<file path="src/rtl/nand_deser_pkg.sv">
// Shared types and helpers for the bit-serial deserialiser.
// Latency: n/a (types and constant functions only).
// Backpressure: n/a.
// Optional feature macro used by the design files: PARITY_CHECK_EN.
package nand_deser_pkg;

  localparam int WIDTH_DEF = 8;

  typedef enum logic {
    HOLD_EMPTY = 1'b0,
    HOLD_FULL  = 1'b1
  } hold_state_t;

  // Counter width for a count that runs 0..nb-1; never narrower than one bit.
  function automatic int cnt_w(input int nb);
    int w;
    w = $clog2(nb);
    if (w < 1) w = 1;
    return w;
  endfunction

endpackage

</file>
<file path="src/rtl/nand_deser_shreg.sv">
// Serial bit collector: shift register, bit counter and parity accumulator.
// Latency: o_word/o_word_done are valid combinationally in the cycle the last bit is presented.
// Backpressure: none; every bit with i_bit_vld=1 is accepted unconditionally.
// Ports: C clock, R sync reset (active-high), i_bit_vld/i_bit_dat serial input,
//        o_word assembled word, o_word_done completion pulse, o_par_ok parity verdict.
// Macro PARITY_CHECK_EN: adds a trailing even-parity bit to every word.
module nand_deser_shreg
  import nand_deser_pkg::*;
#(
  parameter int WIDTH     = WIDTH_DEF,
  parameter int MSB_FIRST = 0
) (
  input  logic             C,
  input  logic             R,
  input  logic             i_bit_vld,
  input  logic             i_bit_dat,
  output logic [WIDTH-1:0] o_word,
  output logic             o_word_done,
  output logic             o_par_ok
);

`ifdef PARITY_CHECK_EN
  localparam int NB = WIDTH + 1;
`else
  localparam int NB = WIDTH;
`endif
  localparam int            CW   = cnt_w(NB);
  localparam logic [CW-1:0] LAST = CW'(NB - 1);

  logic [CW-1:0]    r_cnt;
  logic [WIDTH-1:0] r_sh;
  logic [WIDTH-1:0] w_sh_nxt;
  logic             w_last;

  assign w_last      = (r_cnt == LAST);
  assign o_word_done = i_bit_vld & w_last;

  // MSB-first shifts left so the first bit ends at the top; LSB-first shifts
  // right so the first bit ends at bit 0.
  if (MSB_FIRST != 0) begin : g_msb
    assign w_sh_nxt = {r_sh[WIDTH-2:0], i_bit_dat};
  end else begin : g_lsb
    assign w_sh_nxt = {i_bit_dat, r_sh[WIDTH-1:1]};
  end

  always_ff @(posedge C) begin
    if (R) begin
      r_cnt <= '0;
      r_sh  <= '0;
    end else if (i_bit_vld) begin
      r_cnt <= w_last ? '0 : r_cnt + CW'(1);
`ifdef PARITY_CHECK_EN
      // The trailing parity bit is not part of the data word.
      if (!w_last) r_sh <= w_sh_nxt;
`else
      r_sh <= w_sh_nxt;
`endif
    end
  end

`ifdef PARITY_CHECK_EN
  logic r_par;

  always_ff @(posedge C) begin
    if (R) begin
      r_par <= 1'b0;
    end else if (i_bit_vld) begin
      r_par <= w_last ? 1'b0 : (r_par ^ i_bit_dat);
    end
  end

  // Data bits are all in r_sh by the time the parity bit arrives.
  assign o_word   = r_sh;
  assign o_par_ok = (r_par == i_bit_dat);
`else
  // The completing bit is folded in combinationally so the word can be
  // loaded on the same edge that accepts it.
  assign o_word   = w_sh_nxt;
  assign o_par_ok = 1'b1;
`endif

endmodule

</file>
<file path="src/rtl/nand_serial_deser.sv">
// Bit-serial to parallel deserialiser with a single holding register on a valid/ready port.
// Latency: dout_valid rises the cycle after the edge that accepts the last bit of a word.
// Backpressure: none upstream; a word completing while the holder is full and not drained is dropped and sets overflow.
// Ports: C clock, R sync reset (active-high), sin_valid/sin_data serial input,
//        dout/dout_valid/dout_ready output word port, overflow sticky drop flag,
//        ovf_clr clears overflow, parity_err one-cycle parity failure pulse.
// Macro PARITY_CHECK_EN: words carry a trailing even-parity bit; failing words are discarded.
module nand_serial_deser
  import nand_deser_pkg::*;
#(
  parameter int WIDTH     = WIDTH_DEF,
  parameter int MSB_FIRST = 0
) (
  input  logic             C,
  input  logic             R,
  input  logic             sin_valid,
  input  logic             sin_data,
  output logic [WIDTH-1:0] dout,
  output logic             dout_valid,
  input  logic             dout_ready,
  output logic             overflow,
  input  logic             ovf_clr,
  output logic             parity_err
);

  logic [WIDTH-1:0] w_word;
  logic             w_done;
  logic             w_par_ok;
  logic             w_good;
  logic             w_load;
  logic             w_drop;
  hold_state_t      r_state;
  hold_state_t      w_state_nxt;
  logic [WIDTH-1:0] r_dout;
  logic             r_ovf;

  nand_deser_shreg #(
    .WIDTH     (WIDTH),
    .MSB_FIRST (MSB_FIRST)
  ) u_shreg (
    .C           (C),
    .R           (R),
    .i_bit_vld   (sin_valid),
    .i_bit_dat   (sin_data),
    .o_word      (w_word),
    .o_word_done (w_done),
    .o_par_ok    (w_par_ok)
  );

  // Only words that pass parity (always true without the check) reach the holder.
  assign w_good = w_done & w_par_ok;

  always_comb begin
    w_state_nxt = r_state;
    w_load      = 1'b0;
    w_drop      = 1'b0;
    case (r_state)
      HOLD_EMPTY: begin
        if (w_good) begin
          w_state_nxt = HOLD_FULL;
          w_load      = 1'b1;
        end
      end
      HOLD_FULL: begin
        if (w_good) begin
          // Drain and refill in one cycle when the consumer takes the old word.
          if (dout_ready) w_load = 1'b1;
          else            w_drop = 1'b1;
        end else if (dout_ready) begin
          w_state_nxt = HOLD_EMPTY;
        end
      end
      default: w_state_nxt = HOLD_EMPTY;
    endcase
  end

  always_ff @(posedge C) begin
    if (R) r_state <= HOLD_EMPTY;
    else   r_state <= w_state_nxt;
  end

  always_ff @(posedge C) begin
    if (R)           r_dout <= '0;
    else if (w_load) r_dout <= w_word;
  end

  // A drop in the same cycle as a clear leaves the flag set.
  always_ff @(posedge C) begin
    if (R)            r_ovf <= 1'b0;
    else if (w_drop)  r_ovf <= 1'b1;
    else if (ovf_clr) r_ovf <= 1'b0;
  end

`ifdef PARITY_CHECK_EN
  logic r_par_err;

  always_ff @(posedge C) begin
    if (R) r_par_err <= 1'b0;
    else   r_par_err <= w_done & ~w_par_ok;
  end

  assign parity_err = r_par_err;
`else
  assign parity_err = 1'b0;
`endif

  assign dout       = r_dout;
  assign dout_valid = (r_state == HOLD_FULL);
  assign overflow   = r_ovf;

endmodule
</file>
<file path="config.mk">
export PLATFORM = sky130hd
export DESIGN_NAME = nand_serial_deser
export DESIGN_NICKNAME = d
export VERILOG_FILES = /design/src/rtl/nand_deser_pkg.sv /design/src/rtl/nand_deser_shreg.sv /design/src/rtl/nand_serial_deser.sv
export SDC_FILE = /design/constraint.sdc
export NUM_CORES = 1
export LEC_CHECK = 0
export BUFFER_PORTS_ARGS = -buffer_cell sky130_fd_sc_hd__clkbuf_2
export CAP_MARGIN = 20
export CORE_ASPECT_RATIO = 0.9
export CORE_UTILIZATION = 50
export DETAILED_ROUTE_END_ITERATION = 10
export PLACE_DENSITY_LB_ADDON = 0.08
export RECOVER_POWER = 50
export REMOVE_ABC_BUFFERS = 1
export SETUP_SLACK_MARGIN = 0.3
export SLEW_MARGIN = 20
export SYNTH_ARGS = -nofsm -noshare
export SYNTH_HDL_FRONTEND = slang
export SYNTH_HIERARCHICAL = 1
export SYNTH_SLANG_ARGS = --single-unit
</file>
<file path="constraint.sdc">
create_clock -name C -period 1.57 [get_ports C]
set_input_delay 0 -clock C [delete_from_list [all_inputs] [get_ports C]]
set_output_delay 0 -clock C [all_outputs]
set_load 0.02 [all_outputs]
</file>
# [Yosys cells after proc, flatten, opt, wreduce, memory -nomap -nowiden]
# Cells that the tools add are included.
[word_totals] regBits=21 in_bits=6 output_inout_bits=11 elab_cells=22
[classes] addsub=1 n_eq_ne=1 muxes=12 bitwise_logic=2 n_reduce_logical=1
[ops] op="$mux 1" count=9
[ops] op="$pmux 1 s2" count=2
[ops] op="$add 3x1->3 const B" count=1
[ops] op="$eq 3x3->1 const B" count=1
[ops] op="$mux 3" count=1
[ops] op="$reduce_bool 2->1" count=1
[ops] op="$and 1x1->1" count=1
[ops] op="$not 1->1" count=1

# [Longest topological paths before layout]
[depth] ltp_word=5 mapped_depth=6 ltp_nobuf=6

# [Modules after synthesis]
# Netlist, hierarchy kept.
[by_module_without_submodules] mod="nand_serial_deser" n_inst=1 cells_each=45 area_per_inst_um2=461.7 seq_area_each_um2=200.2
[by_module_without_submodules] mod="nand_deser_shreg" n_inst=1 cells_each=40 area_per_inst_um2=410.4 seq_area_each_um2=200.2

# [Worst setup path after synthesis]
# No wires, ideal clock.
[synth_path] kind="reg-to-reg" startpoint="register u_shreg.r_cnt[0]" endpoint="register r_dout[0], in the netlist dout[0]" setup_time_ps=72 arrival_time_ps=1240 t_required_ps=1498 setup_slack_ps=258 path_stages_with_launch=7 path_buffers=0 synth_period_minus_slack_ps=1312 cell_sequence="dfxtp_1 ha_1 ha_1 and2_1 nand2_2 nor2_8 mux2i_1"
[synth_via] elab_chain_len=4 word_cells_on_any_way=5 classes_between="eq/ne: 1; mux: 3; bitwise: 1"
[synth_lines] item="from (decl)" line="nand_deser_shreg.sv:30" text="logic [CW-1:0] r_cnt;"
[synth_lines] item="from (signal assigned)" line="nand_deser_shreg.sv:51" text="r_cnt <= w_last ? '0 : r_cnt + CW'(1);"
[synth_lines] item="$eq 3x3->1 *" line="nand_deser_shreg.sv:35" text="assign w_last = (r_cnt == LAST);"
[synth_lines] item="$and 1x1->1 *" line="nand_deser_shreg.sv:36" text="assign o_word_done = i_bit_vld & w_last;"
[synth_lines] item="named net w_done" line="nand_serial_deser.sv:27" text="logic w_done;"
[synth_lines] item="$mux 1 (on tied branches)" line="nand_serial_deser.sv:65, nand_serial_deser.sv:59"
[synth_lines] item="$pmux 1 s2 *" line="nand_serial_deser.sv:57" text="case (r_state)"
[synth_lines] item="to (signal assigned)" line="nand_serial_deser.sv:84" text="else if (w_load) r_dout <= w_word;"
[synth_lines] item="to (decl)" line="nand_serial_deser.sv:34" text="logic [WIDTH-1:0] r_dout;"
# The timed path passes the listed nets; every way through them passes the cells marked *.
# A chain may end at the register's enable or synchronous reset.

# [Worst setup path in the final report]
[layout_path] startpoint="register u_shreg.r_cnt[0]" endpoint="register r_dout[5], in the netlist dout[5]"
# The elaborated chain is that of the path after synthesis.

==> flow_metrics.py <==
metrics = {
    "run_status": {
        "status": "finished clean",
    },
    "sta": {
        "timing.hold.ws_ps": 33.23,
        "setup_tns_ps": 0,
        "finalHoldViolations": 0,
        "period_share": 0.8877,
        "rsz0062_at_grt": "true",
        "fin_skew_ps": 8.372,
        "period_needed_ps": 1394,
        "setup_viol": 0,
        "fmax_ghz": 0.7175,
        "drv_slew": 0,
    },
    "global_routing": {
        "grt_pass1_vias": 551,
        "track_usage": 0.1955,
        "grt_antenna_before_repair": 0,
        "grt_pass1_wl_um": 2608,
        "grt_max_degree": 29,
        "grt.overflow.total": 0,
    },
    "synth": {
        "synth_area_leader_cell": "dfxtp_1",
        "ys_seq_elements": 20,
        "synth_area_leaders": "dfxtp_1 (46%), mux2i_1 (18%), nand2b_1 (13%), nor2_1 (4.3%), buf_4 (3.4%)",
        "seq_area_frac_synth": 0.4591,
        "syn_avg_cell_area_um2": 10.26,
        "yosys_warnings": 6,
        "ys_types": 18,
        "synth_top_area_share": 0.4591,
        "syn-cell-area_um2": 872.1,
        "post_synth_inst_count": 85,
    },
    "detailed_routing": {
        "drtAntennaViolNets": 0,
        "first_pass_iters": 4,
        "totalWireLength_um": 1613,
        "drtIter0Drc": 8,
        "route.detailed.wl_per_inst_um": 12.80,
        "vias": 597,
        "via_per_inst": 4.738,
        "drc": 0,
    },
    "pwr": {
        "combPwrFrac": 0.074,
        "p_per_area_mw_per_mm2": 840.8,
        "p_int_uw": 689.8,
        "p_sw_uw": 193.8,
        "switching_share": 0.2193,
        "ir_drop_uv": 947.2,
        "leakage_uw": 0.0004120,
        "seq_power_share": 0.591,
        "clkPwrFrac": 0.335,
    },
    "layout": {
        "drive_above_1_share": 0.2308,
        "nFillCells": 144,
        "mostFrequentLayoutCells": "nand2b_1 (18), dfxtp_1 (18), mux2i_1 (16), nor2_1 (10), clkbuf_1 (8)",
        "area_growth_pct": 20.52,
        "n_antenna_cell": 0,
        "fin_nets": 113,
    },
    "placement": {
        "place.gp.congestion": 0.7123,
        "hpwl_um": 918.7,
        "numPortBuffers": 15,
    },
    "die": {
        "num_rows": 13,
        "die_y_um": 41.62,
        "core_mm2": 0.001529,
        "die_w_um": 46.02,
        "pin_count": 17,
        "start_util": 0.5704,
        "design.die.area_mm2": 0.001915,
    },
    "clocking": {
        "cts_buffer_depth": 2,
        "clk_pin_slew_ps": 110,
        "htreeDepth": 1,
        "cts-root-buf": "clkbuf_4",
        "cts_buffers": 3,
        "clock_latency_ps": 300,
        "cts_tree": "done",
        "clkSinkCount": 20,
    },
    "job": {
        "maxCapViolations": 0,
    },
    "min_path": {
        "hold_end": "u_shreg/r_cnt[1]",
        "hp-class": "primary input to register",
        "min_path_cells": 3,
        "worstHoldStart": "sin_valid",
    },
    "setup_path": {
        "timing.rr.start": "u_shreg/r_cnt[0]",
        "critPathMaxFanout": 8,
        "path_class": "register to register",
        "cp-end-kind": "register",
        "r2r_slack_ps": 180,
        "r2r_end": "dout[5]",
        "crit_path_start_kind": "register",
        "worstPathArrival_ps": 1630,
        "required_ps": 1800,
        "reg2regPathDepth": 6,
    },
}
power groups by stage:
stage	clock network, µW	logic [µW]	registers (µW)
after floorplan	0	26.9	529
after global placement	0	51.1	530
after detailed placement	0	52.2	531
after CTS	309	62.4	522
after global routing	334	71.0	523
final	296	65.0	523
sequential cells by signal (all words and copies together) (netlist names):
name	cells
dout	8
u_shreg/r_sh	7
u_shreg/r_cnt	3
dout_valid	1
overflow	1
cells in the mapped netlist:
cell       n
nand2b_1  18
and2_1     1
ha_1       2
nor2_1    10
nor2_8     1
a32oi_1    1
or3b_1     1
conb_1     2
nor2b_4    1
clkbuf_1   1
dfxtp_1   20
mux2i_1   16
nand2_2    1
nand3b_1   1
inv_1      1
a21oi_1    3
buf_2      1
buf_4      4
worst max-delay path: stages, from the launching register on:
cell     delay [ps]
dfxtp_2         390
ha_4            160
ha_4            130
and2_4          160
nand2_4          60
nor2_8          190
mux2i_1         240
cell families (layout without fill, tap and decap cells):
family / after synthesis / count (layout) / share of synthesized area
flip-flops: 20 / 20 / 0.4591
multiplexers: 16 / 16 / 0.1836
adder cells (fa/ha/maj): 2 / 2 / 0.02869
buffers and inverters: 7 / 26 / 0.04877
other: 2 / 2 / 0.008612
AND/OR/NAND/NOR: 34 / 34 / 0.2439
AO/OA/AOI/OAI: 4 / 4 / 0.02726
worst max-delay path by stage:
stage,startpoint,slack [ps],cells after the start,end
after global placement,u_shreg/r_cnt[1],150,6,dout[0]
after global routing,u_shreg/r_cnt[0],140,6,dout[5]
after CTS,u_shreg/r_cnt[0],240,6,dout[0]
after floorplan,u_shreg/r_cnt[0],260,6,dout[0]
final,u_shreg/r_cnt[0],180,6,dout[5]
after detailed placement,u_shreg/r_cnt[0],80,6,dout[0]
layout make-up:
class / instances / area, µm² / area share
Sequential cell: 20 / 402.9 / 0.3833
Multi-Input combinational cell: 58 / 465.4 / 0.4429
Timing Repair Buffer: 21 / 115.1 / 0.1095
Inverter: 1 / 3.754 / 0.003571
Tap cell: 22 / 27.53 / 0.02619
Clock buffer: 4 / 36.28 / 0.03452
routing by layer:
layer  track usage  vias up  part of all wire
li1              -      310                 -
met2        0.3127       14              0.49
met5             0        -                 0
met4       0.03529        0            0.0074
met1        0.2465      271              0.46
met3       0.07826        2             0.041
what timing repair did:
item	CTS	global route
hold buffers	2	0
setup buffers	3	0
endpoints found under the setup margin	10	11
gates resized for setup	8	1
endpoints found under the hold margin	3	0
pin swaps	3	1
metrics by stage:
stage               worst slack [ps]  utilization  total power [µW]  std cells  area, µm²
floorplan                      258.0            -             556.4         79      833.3
global route                   141.2       0.6874             928.1        126       1051
finish                         176.3       0.6874             883.7        126       1051
global placement               151.7       0.6170             581.6        117      943.4
detailed placement             80.09       0.6170             583.7        117      943.4
CTS                            242.5       0.6915             893.1        126       1057
Power figures use the tool's default switching activity.
